File: src/rtl/shift_reg_scheduler_pkg.sv
// Shared types and helpers for the shift-register scheduler.
package shift_sched_pkg;

   // Scheduler FSM states, in the order a job visits them.
   typedef enum logic [2:0] {
      StIdle,
      StLoad,
      StShift,
      StDone,
      StCapt,
      StResp
   } state_t;

   // Width of a shift-amount field able to hold 0..width.
   function automatic int unsigned amt_width(input int unsigned width);
      return $clog2(width + 1);
   endfunction

   // Width of a requester id; never narrower than one bit.
   function automatic int unsigned id_width(input int unsigned nreq);
      return (nreq > 1) ? $clog2(nreq) : 1;
   endfunction

   // Amounts beyond the register width would only keep shifting zeros in.
   function automatic int unsigned clamp_amt(input int unsigned amt, input int unsigned width);
      return (amt > width) ? width : amt;
   endfunction

endpackage

File: src/rtl/shift_reg_scheduler_if.sv
// Request/response channel between client logic and the scheduler.
interface shift_reg_scheduler_if
   import shift_sched_pkg::*;
#(
   parameter int unsigned WIDTH = 8,
   parameter int unsigned NREQ  = 2
) ();

   localparam int unsigned CW  = amt_width(WIDTH);
   localparam int unsigned IDW = id_width(NREQ);

   logic [NREQ-1:0]       req_valid;
   logic [NREQ*WIDTH-1:0] req_data;
   logic [NREQ*CW-1:0]    req_amt;
   logic [NREQ-1:0]       req_ready;
   logic                  rsp_valid;
   logic                  rsp_ready;
   logic [IDW-1:0]        rsp_id;
   logic [WIDTH-1:0]      rsp_data;

   // Client side.
   modport master (
      output req_valid, req_data, req_amt, rsp_ready,
      input  req_ready, rsp_valid, rsp_id, rsp_data
   );

   // Scheduler side.
   modport slave (
      input  req_valid, req_data, req_amt, rsp_ready,
      output req_ready, rsp_valid, rsp_id, rsp_data
   );

endinterface

File: src/rtl/shift_reg_scheduler_rr_arbiter.sv
// Round-robin arbiter: the search starts one past the last granted requester.
module rr_arbiter
   import shift_sched_pkg::*;
#(
   parameter  int unsigned NREQ = 2,
   localparam int unsigned IDW  = id_width(NREQ)
) (
   input  logic [NREQ-1:0] valid,
   input  logic [IDW-1:0]  last_grant,
   output logic [NREQ-1:0] grant,
   output logic [IDW-1:0]  id
);

   logic [IDW-1:0] idx;
   logic           found;

   // Pick the first valid requester after last_grant, wrapping modulo NREQ.
   always_comb begin
      grant = '0;
      id    = '0;
      idx   = '0;
      found = 1'b0;
      for (int unsigned off = 1; off <= NREQ; off++) begin
         idx = IDW'((32'(last_grant) + off) % NREQ);
         if (!found && valid[idx]) begin
            found      = 1'b1;
            grant[idx] = 1'b1;
            id         = idx;
         end
      end
   end

endmodule

File: src/rtl/shift_reg_scheduler.sv
// Shares one left-shift register among NREQ requesters, one job at a time.
module shift_reg_scheduler
   import shift_sched_pkg::*;
#(
   parameter int unsigned WIDTH = 8,
   parameter int unsigned NREQ  = 2
) (
   input  logic                 clk,
   input  logic                 reset,
   shift_reg_scheduler_if.slave bus,
   output logic                 sr_load,
   output logic                 sr_shift,
   output logic                 sr_done,
   output logic [WIDTH-1:0]     sr_data_in,
   input  logic [WIDTH-1:0]     sr_data_out,
   output logic                 busy
);

   localparam int unsigned CW  = amt_width(WIDTH);
   localparam int unsigned IDW = id_width(NREQ);

   state_t           state_q, state_d;
   logic [CW-1:0]    cnt_q, cnt_d;
   logic [WIDTH-1:0] data_q, data_d;
   logic [IDW-1:0]   id_q, id_d;
   logic [IDW-1:0]   last_q, last_d;
   logic [WIDTH-1:0] rsp_data_q, rsp_data_d;
   logic             rsp_valid_q;

   logic [NREQ-1:0]  grant;
   logic [IDW-1:0]   arb_id;
   logic             accept;

   logic [WIDTH-1:0] data_arr [NREQ];
   logic [CW-1:0]    amt_arr  [NREQ];

   for (genvar i = 0; i < NREQ; i++) begin : g_unpack
      assign data_arr[i] = bus.req_data[i*WIDTH +: WIDTH];
      assign amt_arr[i]  = bus.req_amt[i*CW +: CW];
   end

   rr_arbiter #(
      .NREQ(NREQ)
   ) u_arb (
      .valid      (bus.req_valid),
      .last_grant (last_q),
      .grant      (grant),
      .id         (arb_id)
   );

   // Grants are only visible while idle; the grant already implies req_valid.
   assign bus.req_ready = (state_q == StIdle) ? grant : '0;
   assign accept        = (state_q == StIdle) && (|grant);

   assign bus.rsp_valid = rsp_valid_q;
   assign bus.rsp_id    = id_q;
   assign bus.rsp_data  = rsp_data_q;
   assign sr_data_in    = data_q;

   // Next-state logic: sequence load, shifts, done, capture, then respond.
   always_comb begin
      state_d    = state_q;
      cnt_d      = cnt_q;
      data_d     = data_q;
      id_d       = id_q;
      last_d     = last_q;
      rsp_data_d = rsp_data_q;
      unique case (state_q)
         StIdle: begin
            if (accept) begin
               data_d  = data_arr[arb_id];
               cnt_d   = CW'(clamp_amt(32'(amt_arr[arb_id]), WIDTH));
               id_d    = arb_id;
               last_d  = arb_id;
               state_d = StLoad;
            end
         end
         StLoad: begin
            state_d = (cnt_q == '0) ? StDone : StShift;
         end
         StShift: begin
            cnt_d = cnt_q - CW'(1);
            if (cnt_q == CW'(1)) begin
               state_d = StDone;
            end
         end
         StDone: begin
            state_d = StCapt;
         end
         StCapt: begin
            // The register presents its result only in the cycle after the done strobe.
            rsp_data_d = sr_data_out;
            state_d    = StResp;
         end
         StResp: begin
            if (bus.rsp_ready) begin
               state_d = StIdle;
            end
         end
         default: begin
            state_d = StIdle;
         end
      endcase
   end

   // FSM state register.
   always_ff @(posedge clk or negedge reset) begin
      if (!reset) begin
         state_q <= StIdle;
      end else begin
         state_q <= state_d;
      end
   end

   // Job latches, shift counter and round-robin pointer.
   always_ff @(posedge clk or negedge reset) begin
      if (!reset) begin
         cnt_q      <= '0;
         data_q     <= '0;
         id_q       <= '0;
         last_q     <= IDW'(NREQ - 1);
         rsp_data_q <= '0;
      end else begin
         cnt_q      <= cnt_d;
         data_q     <= data_d;
         id_q       <= id_d;
         last_q     <= last_d;
         rsp_data_q <= rsp_data_d;
      end
   end

   // Strobes and status decoded from the next state so they leave a flop.
   always_ff @(posedge clk or negedge reset) begin
      if (!reset) begin
         sr_load     <= 1'b0;
         sr_shift    <= 1'b0;
         sr_done     <= 1'b0;
         rsp_valid_q <= 1'b0;
         busy        <= 1'b0;
      end else begin
         sr_load     <= (state_d == StLoad);
         sr_shift    <= (state_d == StShift);
         sr_done     <= (state_d == StDone);
         rsp_valid_q <= (state_d == StResp);
         busy        <= (state_d != StIdle);
      end
   end

endmodule

File: src/flat_wrapper.sv
// flat-port wrapper written by rule: the top's interface ports become plain ports
module shift_reg_scheduler_flat import shift_sched_pkg::*;
#(
   parameter int unsigned WIDTH = 8,
   parameter int unsigned NREQ  = 2
)
  (clk, reset, sr_load, sr_shift, sr_done, sr_data_in, sr_data_out, busy, bus_req_valid, bus_req_data, bus_req_amt, bus_rsp_ready, bus_req_ready, bus_rsp_valid, bus_rsp_id, bus_rsp_data);
  shift_reg_scheduler_if #(.WIDTH(WIDTH), .NREQ(NREQ)) bus_i ();
  input  logic clk;
  input  logic reset;
  output logic sr_load;
  output logic sr_shift;
  output logic sr_done;
  output logic [WIDTH-1:0] sr_data_in;
  input  logic [WIDTH-1:0] sr_data_out;
  output logic busy;
  input wire logic [$bits(bus_i.req_valid)-1:0] bus_req_valid;
  input wire logic [$bits(bus_i.req_data)-1:0] bus_req_data;
  input wire logic [$bits(bus_i.req_amt)-1:0] bus_req_amt;
  input wire logic [$bits(bus_i.rsp_ready)-1:0] bus_rsp_ready;
  output wire logic [$bits(bus_i.req_ready)-1:0] bus_req_ready;
  output wire logic [$bits(bus_i.rsp_valid)-1:0] bus_rsp_valid;
  output wire logic [$bits(bus_i.rsp_id)-1:0] bus_rsp_id;
  output wire logic [$bits(bus_i.rsp_data)-1:0] bus_rsp_data;
  assign bus_i.req_valid = bus_req_valid;
  assign bus_i.req_data = bus_req_data;
  assign bus_i.req_amt = bus_req_amt;
  assign bus_i.rsp_ready = bus_rsp_ready;
  assign bus_req_ready = bus_i.req_ready;
  assign bus_rsp_valid = bus_i.rsp_valid;
  assign bus_rsp_id = bus_i.rsp_id;
  assign bus_rsp_data = bus_i.rsp_data;
  shift_reg_scheduler #(.WIDTH(WIDTH), .NREQ(NREQ)) u_core (.clk(clk), .reset(reset), .bus(bus_i), .sr_load(sr_load), .sr_shift(sr_shift), .sr_done(sr_done), .sr_data_in(sr_data_in), .sr_data_out(sr_data_out), .busy(busy));
endmodule
File: config.mk
export PLATFORM = sky130hd
export DESIGN_NAME = shift_reg_scheduler_flat
export DESIGN_NICKNAME = d
export VERILOG_FILES = /design/src/rtl/shift_reg_scheduler_pkg.sv /design/src/rtl/shift_reg_scheduler_if.sv /design/src/rtl/shift_reg_scheduler_rr_arbiter.sv /design/src/rtl/shift_reg_scheduler.sv /design/src/flat_wrapper.sv
export SDC_FILE = /design/constraint.sdc
export NUM_CORES = 1
export LEC_CHECK = 0
export BUFFER_PORTS_ARGS = -buffer_cell sky130_fd_sc_hd__buf_2
export CAP_MARGIN = 20
export CORE_MARGIN = 2
export CORE_UTILIZATION = 50
export DETAILED_ROUTE_END_ITERATION = 12
export GPL_TIMING_DRIVEN = 0
export PLACE_DENSITY = 0.84
export SLEW_MARGIN = 10
export SYNTH_ARGS = -nofsm -noshare
export SYNTH_HDL_FRONTEND = slang
export SYNTH_SLANG_ARGS = --single-unit
File: constraint.sdc
create_clock -name clk -period 5.28 [get_ports clk]
set_clock_uncertainty 0.15 [all_clocks]
set_input_delay 1.056 -clock clk [delete_from_list [all_inputs] [get_ports clk]]
set_output_delay 1.056 -clock clk [all_outputs]
set_load 0.01 [all_outputs]
==> qor.txt, run 1 <==
Hold Crit Depth - 1
MaxCap Viol Count - 0
cts repair resizes - 0
first-pass GRT wire length - 5140 µm
synth unique cells - 33
TNS Setup - 0 ns
violated checks - design-rule violations
Pwr Density - 580 mW/mm²
Num CTS Buffers - 5
htree depth - 2
Critical path origin - bus_req_valid[1]
worst hold margin - 0.358 ns
Final Slew Violations - 0
Mapped Cells - 114
worst-skew pair later-pin latency - 0.33 ns
top cell type's share of synthesized area - 48.3%
VDD IR max - 335 µV
Hold Path End - u_core.bus.rsp_data[1]
FF-to-FF Start - u_core.state_q[2]
Pre-antenna DRT Iters - 8
First DRT Iteration DRCs - 34
I/O pin cnt - 61
Register-to-Register Setup Slack - 3.44 ns
Die Ht - 58.8 µm
top cell type by total area after synthesis - dfrtp_1
fin crit share - 59.4%
Starting Density - 53.6%
R2R depth - 5
Max-slew headroom - 56.1%
Crit. End Element - primary output
Worst Tran Pin Value - 0.659 ns
n_diodes - 0
clk root buf - clkbuf_4
Hold Violations, Final - 0
vias in the first global route - 1184
GPL Wtd Cong - 0.846
Setup Buffers After CTS - 0
Final Critical Period - 3.13 ns
synth top area cells - dfrtp_1 (48%), mux2_2 (19%), nand2b_1 (2.9%), a221o_1 (2.7%), ha_1 (2.5%)
Die Wd - 58.8 µm
reg2reg end - u_core.sr_data_in[5]
HPWL after DPL - 2420 µm
Synth Net Count - 154
Synth warnings - 0
Total Routing Usage GR - 20.6%
layout cells sized above 1 - 57.1%
WL/cell - 15.2 µm
fmax - 319 MHz
crit-path max FO - 10
hold crit path type - reg2reg
ANT nets after route - 0
Cell Rows - 19
WP data arrival - 1.93 ns
RSZ-0062 raised after global routing - no
CTS sink count - 30
hold_buf cts - 0
largest net degree at the start of global routing - 31
#FFs+latches synth - 30
initial antenna violation count - 0
GRT overflow - 0
DRC viols - 3
CTS tree - done
critical path startpoint category - primary input
endpoints failing setup - 0
Mapped Area - 0.00150 mm²
clk slew on worst S/H paths - 0.09 ns
outcome - complete, but fails checks
Die ar. - 0.00346 mm²
DR vias - 1161
Crit path required time - 4.07 ns
IO buf count - 60
part of the Yosys area used for sequential elements - 50.0%
critical path type - in2out
Tot Pwr - 1.12 mW
area of the core - 0.00281 mm²
Max clock buf depth - 2
area grow syn2layout - 28.2%
min-delay src - u_core.bus.rsp_data[1]
DR vias/cell - 5.45
DRT Wirelength - 3240 µm
Fillers - 212
fin nets - 221
Avg Inst Size Synth - 13.2 µm²
Leak - 0.933 nW
## placed cells by master, fill, tap and decap left out, types with 2 or more instances in the layout
| cell | instances |
|---|---|
| buf_2 | 60 |
| dfrtp_1 | 29 |
| mux2_2 | 25 |
| nand2b_1 | 7 |
| nor2_1 | 6 |
| clkbuf_4 | 5 |
| a221o_1 | 4 |
| buf_6 | 3 |
| mux2i_1 | 3 |
| ha_1 | 3 |
| inv_1 | 2 |
| buf_4 | 2 |
| nand3b_1 | 2 |
| nor3_1 | 2 |
| and2_1 | 2 |
| nor4_1 | 2 |
| xnor2_1 | 2 |
| or3_1 | 2 |
| a21oi_1 | 2 |
## through the flow
stage          cell area, µm²  util, %  setup slack [ns]  cells
2_1_floorplan            1500        -              2.49    114
3_3_place_gp             1840     65.7              2.19    205
3_5_place_dp             1840     65.7              2.15    205
4_1_cts                  1930     68.7              2.15    213
5_1_grt                  1930     68.7              2.09    213
6_report                 1930     68.7              2.15    213
## kinds of logic after synthesis
group / share of synthesized area (%)
AO/OA/AOI/OAI: 8.99
buffers and inverters: 3.74
AND/OR/NAND/NOR: 12.9
multiplexers: 20.7
flip-flops: 50.0
adder cells (fa/ha/maj): 2.50
XOR/XNOR: 1.16
## area by class of cell
| type | count | area (µm²) | share of cell area, % |
|---|---|---|---|
| flip-flops and latches | 30 | 752 | 39.0 |
| multi-input cells | 77 | 696 | 36.1 |
| repair buffers | 60 | 300 | 15.6 |
| clock buffers | 7 | 55.1 | 2.86 |
| plain buffers | 5 | 48.8 | 2.53 |
| well taps | 31 | 38.8 | 2.01 |
| clock inverters | 1 | 30.0 | 1.56 |
| inverters | 2 | 7.51 | 0.389 |
## worst max path at each step
stage | endpoint | slack [ns] | cells after the start
2_1_floorplan | bus_req_ready[1] | 2.49 | 3
3_3_place_gp | bus_req_ready[1] | 2.19 | 5
3_5_place_dp | bus_req_ready[1] | 2.15 | 5
4_1_cts | bus_req_ready[1] | 2.15 | 5
5_1_grt | bus_req_ready[1] | 2.09 | 5
6_report | bus_req_ready[1] | 2.15 | 5
## where the power goes
part           internal (mW)  total [mW]  leakage [nW]  switching [mW]
sequential             0.344       0.410         0.363          0.0659
combinational          0.265       0.514         0.524           0.250
clock                  0.113       0.193        0.0455          0.0803
## flip-flops by register name, summed over array words and instances, names as in the netlist
signal and count:
u_core.cnt_q 4, u_core.sr_load 1, u_core.sr_data_in 8, u_core.bus.rsp_data 8
u_core.bus.rsp_valid 1, u_core.state_q 3, u_core.busy 1, u_core.sr_shift 1
u_core.sr_done 1, u_core.last_q 1, u_core.bus.rsp_id 1
## critical path, stage by stage
cell and delay (ns):
buf_2 0.15, a21boi_4 0.27, buf_6 0.19, and2_1 0.13
buf_2 0.13
## Yosys cell counts (all sizes together)
library cell / count
a21boi: 1
nor2b: 1
mux2i: 3
nor4: 2
mux2: 25
and3: 1
a2111oi: 1
inv: 2
or3b: 1
buf: 5
a221o: 4
nor3: 3
a21oi: 2
o2bb2ai: 1
or2: 1
dfrtp: 29
o311ai: 1
or3: 2
ha: 3
or4: 1
o21a: 1
a31oi: 1
xnor2: 2
and2: 2
nand3b: 2
nor2: 7
o31ai: 1
nand2b: 7
dfstp: 1
or2b: 1
## per-layer routing
| layer | routed length, µm | global-route usage [%] |
|---|---|---|
| met1 | 1230 | 21.8 |
| met2 | 1780 | 36.0 |
| met3 | 176 | 8.13 |
| met4 | 48 | 9.09 |
| met5 | 0 | 0 |
(Power assumes the default switching activity.)
==> inputs of run 2 (changes only) <==
Settings changed: CORE_UTILIZATION 50 to 47, PLACE_DENSITY 0.84 to 0.8.
Clock period 5.28 ns to 3.3 ns, I/O delays scaled along.
==> qor.txt, run 2 (synthesis results as in run 1) <==
Cell Rows - 20
Die Ht - 60.6 µm
WL/cell - 13.4 µm
Cell Chain, Critical Path - buf_2 > a21boi_4 > buf_6 > and2_1 > buf_2
critical path type - in2out
IO buf count - 60
RSZ-0062 raised after global routing - no
worst path buffer plus inverter count - 3
cts repair resizes - 0
crit-path max FO - 10
reg2reg end - u_core.sr_data_in[6]
n_diodes - 0
Hold Violations, Final - 0
Layout Cells excl Fill - 226
Die Wd - 60.6 µm
area taken by flip-flops and latches - 752 µm²
GPL Wtd Cong - 0.798
DRC viols - 0
htree depth - 2
layout cells sized above 1 - 56.6%
fin crit share - 70.7%
initial antenna violation count - 0
ANT nets after route - 0
Total Routing Usage GR - 17.8%
Cells after DPL - 218
Register-to-Register Setup Slack - 1.48 ns
hold_buf cts - 0
Final Critical Period - 2.33 ns
HPWL after DPL - 2310 µm
WP data arrival - 1.52 ns
Crit. End Element - primary output
VDD IR max - 439 µV
Multi-input gate area - 696 µm²
Die ar. - 0.00367 mm²
CTS tree - done
DR vias/cell - 5.04
area grow syn2layout - 27.5%
Pre-antenna DRT Iters - 4
endpoints failing setup - 0
clk root buf - clkbuf_4
Crit path required time - 2.49 ns
Pwr Density - 878 mW/mm²
Max-slew headroom - 57.2%
Final Slew Violations - 0
FF-to-FF Start - u_core.state_q[2]
outcome - complete, no violations
Setup Buffers After CTS - 0
fmax - 429 MHz
TNS Setup - 0 ns
CTS sink count - 30
Num CTS Buffers - 5
CP max stage delay - 0.26 ns
Max clock buf depth - 2
most common cell after layout, fill and taps aside - buf_2
largest net degree at the start of global routing - 31
critical path's slowest cell - a21boi_4
First DRT Iteration DRCs - 31
GRT overflow - 0
Final WS setup - 0.967 ns
DR vias - 1140
fin nets - 221
worst-skew pair later-pin latency - 0.32 ns
I/O pin cnt - 61
Crit path max-delay family - buffers and inverters
Leak - 0.920 nW
hold crit path type - in2async
pre-CTS setup slack - 0.962 ns
cell mode on critical path - buf_2
DRT Wirelength - 3040 µm
Fillers - 261
Levels on crit path - 5
commonest cells after routing, fill and taps aside - buf_2 (60), dfrtp_1 (29), mux2_2 (25)
clk slew on worst S/H paths - 0.09 ns
R2R depth - 5
first-pass GRT wire length - 4800 µm
area of the core - 0.00305 mm²
MaxCap Viol Count - 0
vias in the first global route - 1127
Worst Tran Pin Value - 0.643 ns
critical path startpoint category - primary input
Starting Density - 49.3%
[run 2: worst register-to-register path: cells and delay by family, from the launching register on]
family                 cells  cell delay, ns
AND/OR/NAND/NOR            1            0.24
buffers and inverters      2            0.35
multiplexers               1            0.34
flip-flops                 1            0.38
AO/OA/AOI/OAI              1            0.26
[run 2: how the worst max path moves through the flow]
stage / start / slack, ns / to
CTS: bus_req_valid[1] / 0.97 / bus_req_ready[1]
floorplan: bus_req_valid[1] / 1.30 / bus_req_ready[1]
global route: bus_req_valid[1] / 0.90 / bus_req_ready[1]
global placement: bus_req_valid[1] / 0.99 / bus_req_ready[1]
finish: bus_req_valid[1] / 0.97 / bus_req_ready[1]
detailed placement: bus_req_valid[1] / 0.96 / bus_req_ready[1]
[run 2: cell type report]
| type | count | area share, % |
|---|---|---|
| buffer | 5 | 2.54 |
| inverter | 2 | 0.391 |
| timing repair buffer | 60 | 15.7 |
| sequential | 30 | 39.2 |
| clock buffer | 8 | 3.07 |
| tap | 44 | 2.87 |
| multi-input combinational | 77 | 36.3 |
[run 2: metrics by stage]
step	hold WS (ns)	util (%)	total power [mW]	cell area [µm²]
floorplan	0.214	-	1.22	1500
global placement	0.326	60.9	1.44	1860
detailed placement	0.338	60.9	1.48	1860
CTS	0.223	62.8	1.70	1920
global route	0.241	62.8	1.81	1920
finish	0.205	62.8	1.68	1920
[run 2: routing by layer]
metal | vias up | routed length [µm] | GRT usage [%]
met1 | 554 | 1290 | 20.9
met3 | 4 | 122 | 3.84
met4 | 0 | 29 | 7.45
li1 | 547 | - | -
met5 | - | 0 | 0
met2 | 35 | 1600 | 31.5
[run 2: power by group]
part / total (mW) / internal, mW / leakage [nW] / switching [mW]
clock: 0.219 / 0.105 / 0.0326 / 0.114
sequential: 0.657 / 0.551 / 0.363 / 0.106
combinational: 0.807 / 0.422 / 0.524 / 0.385
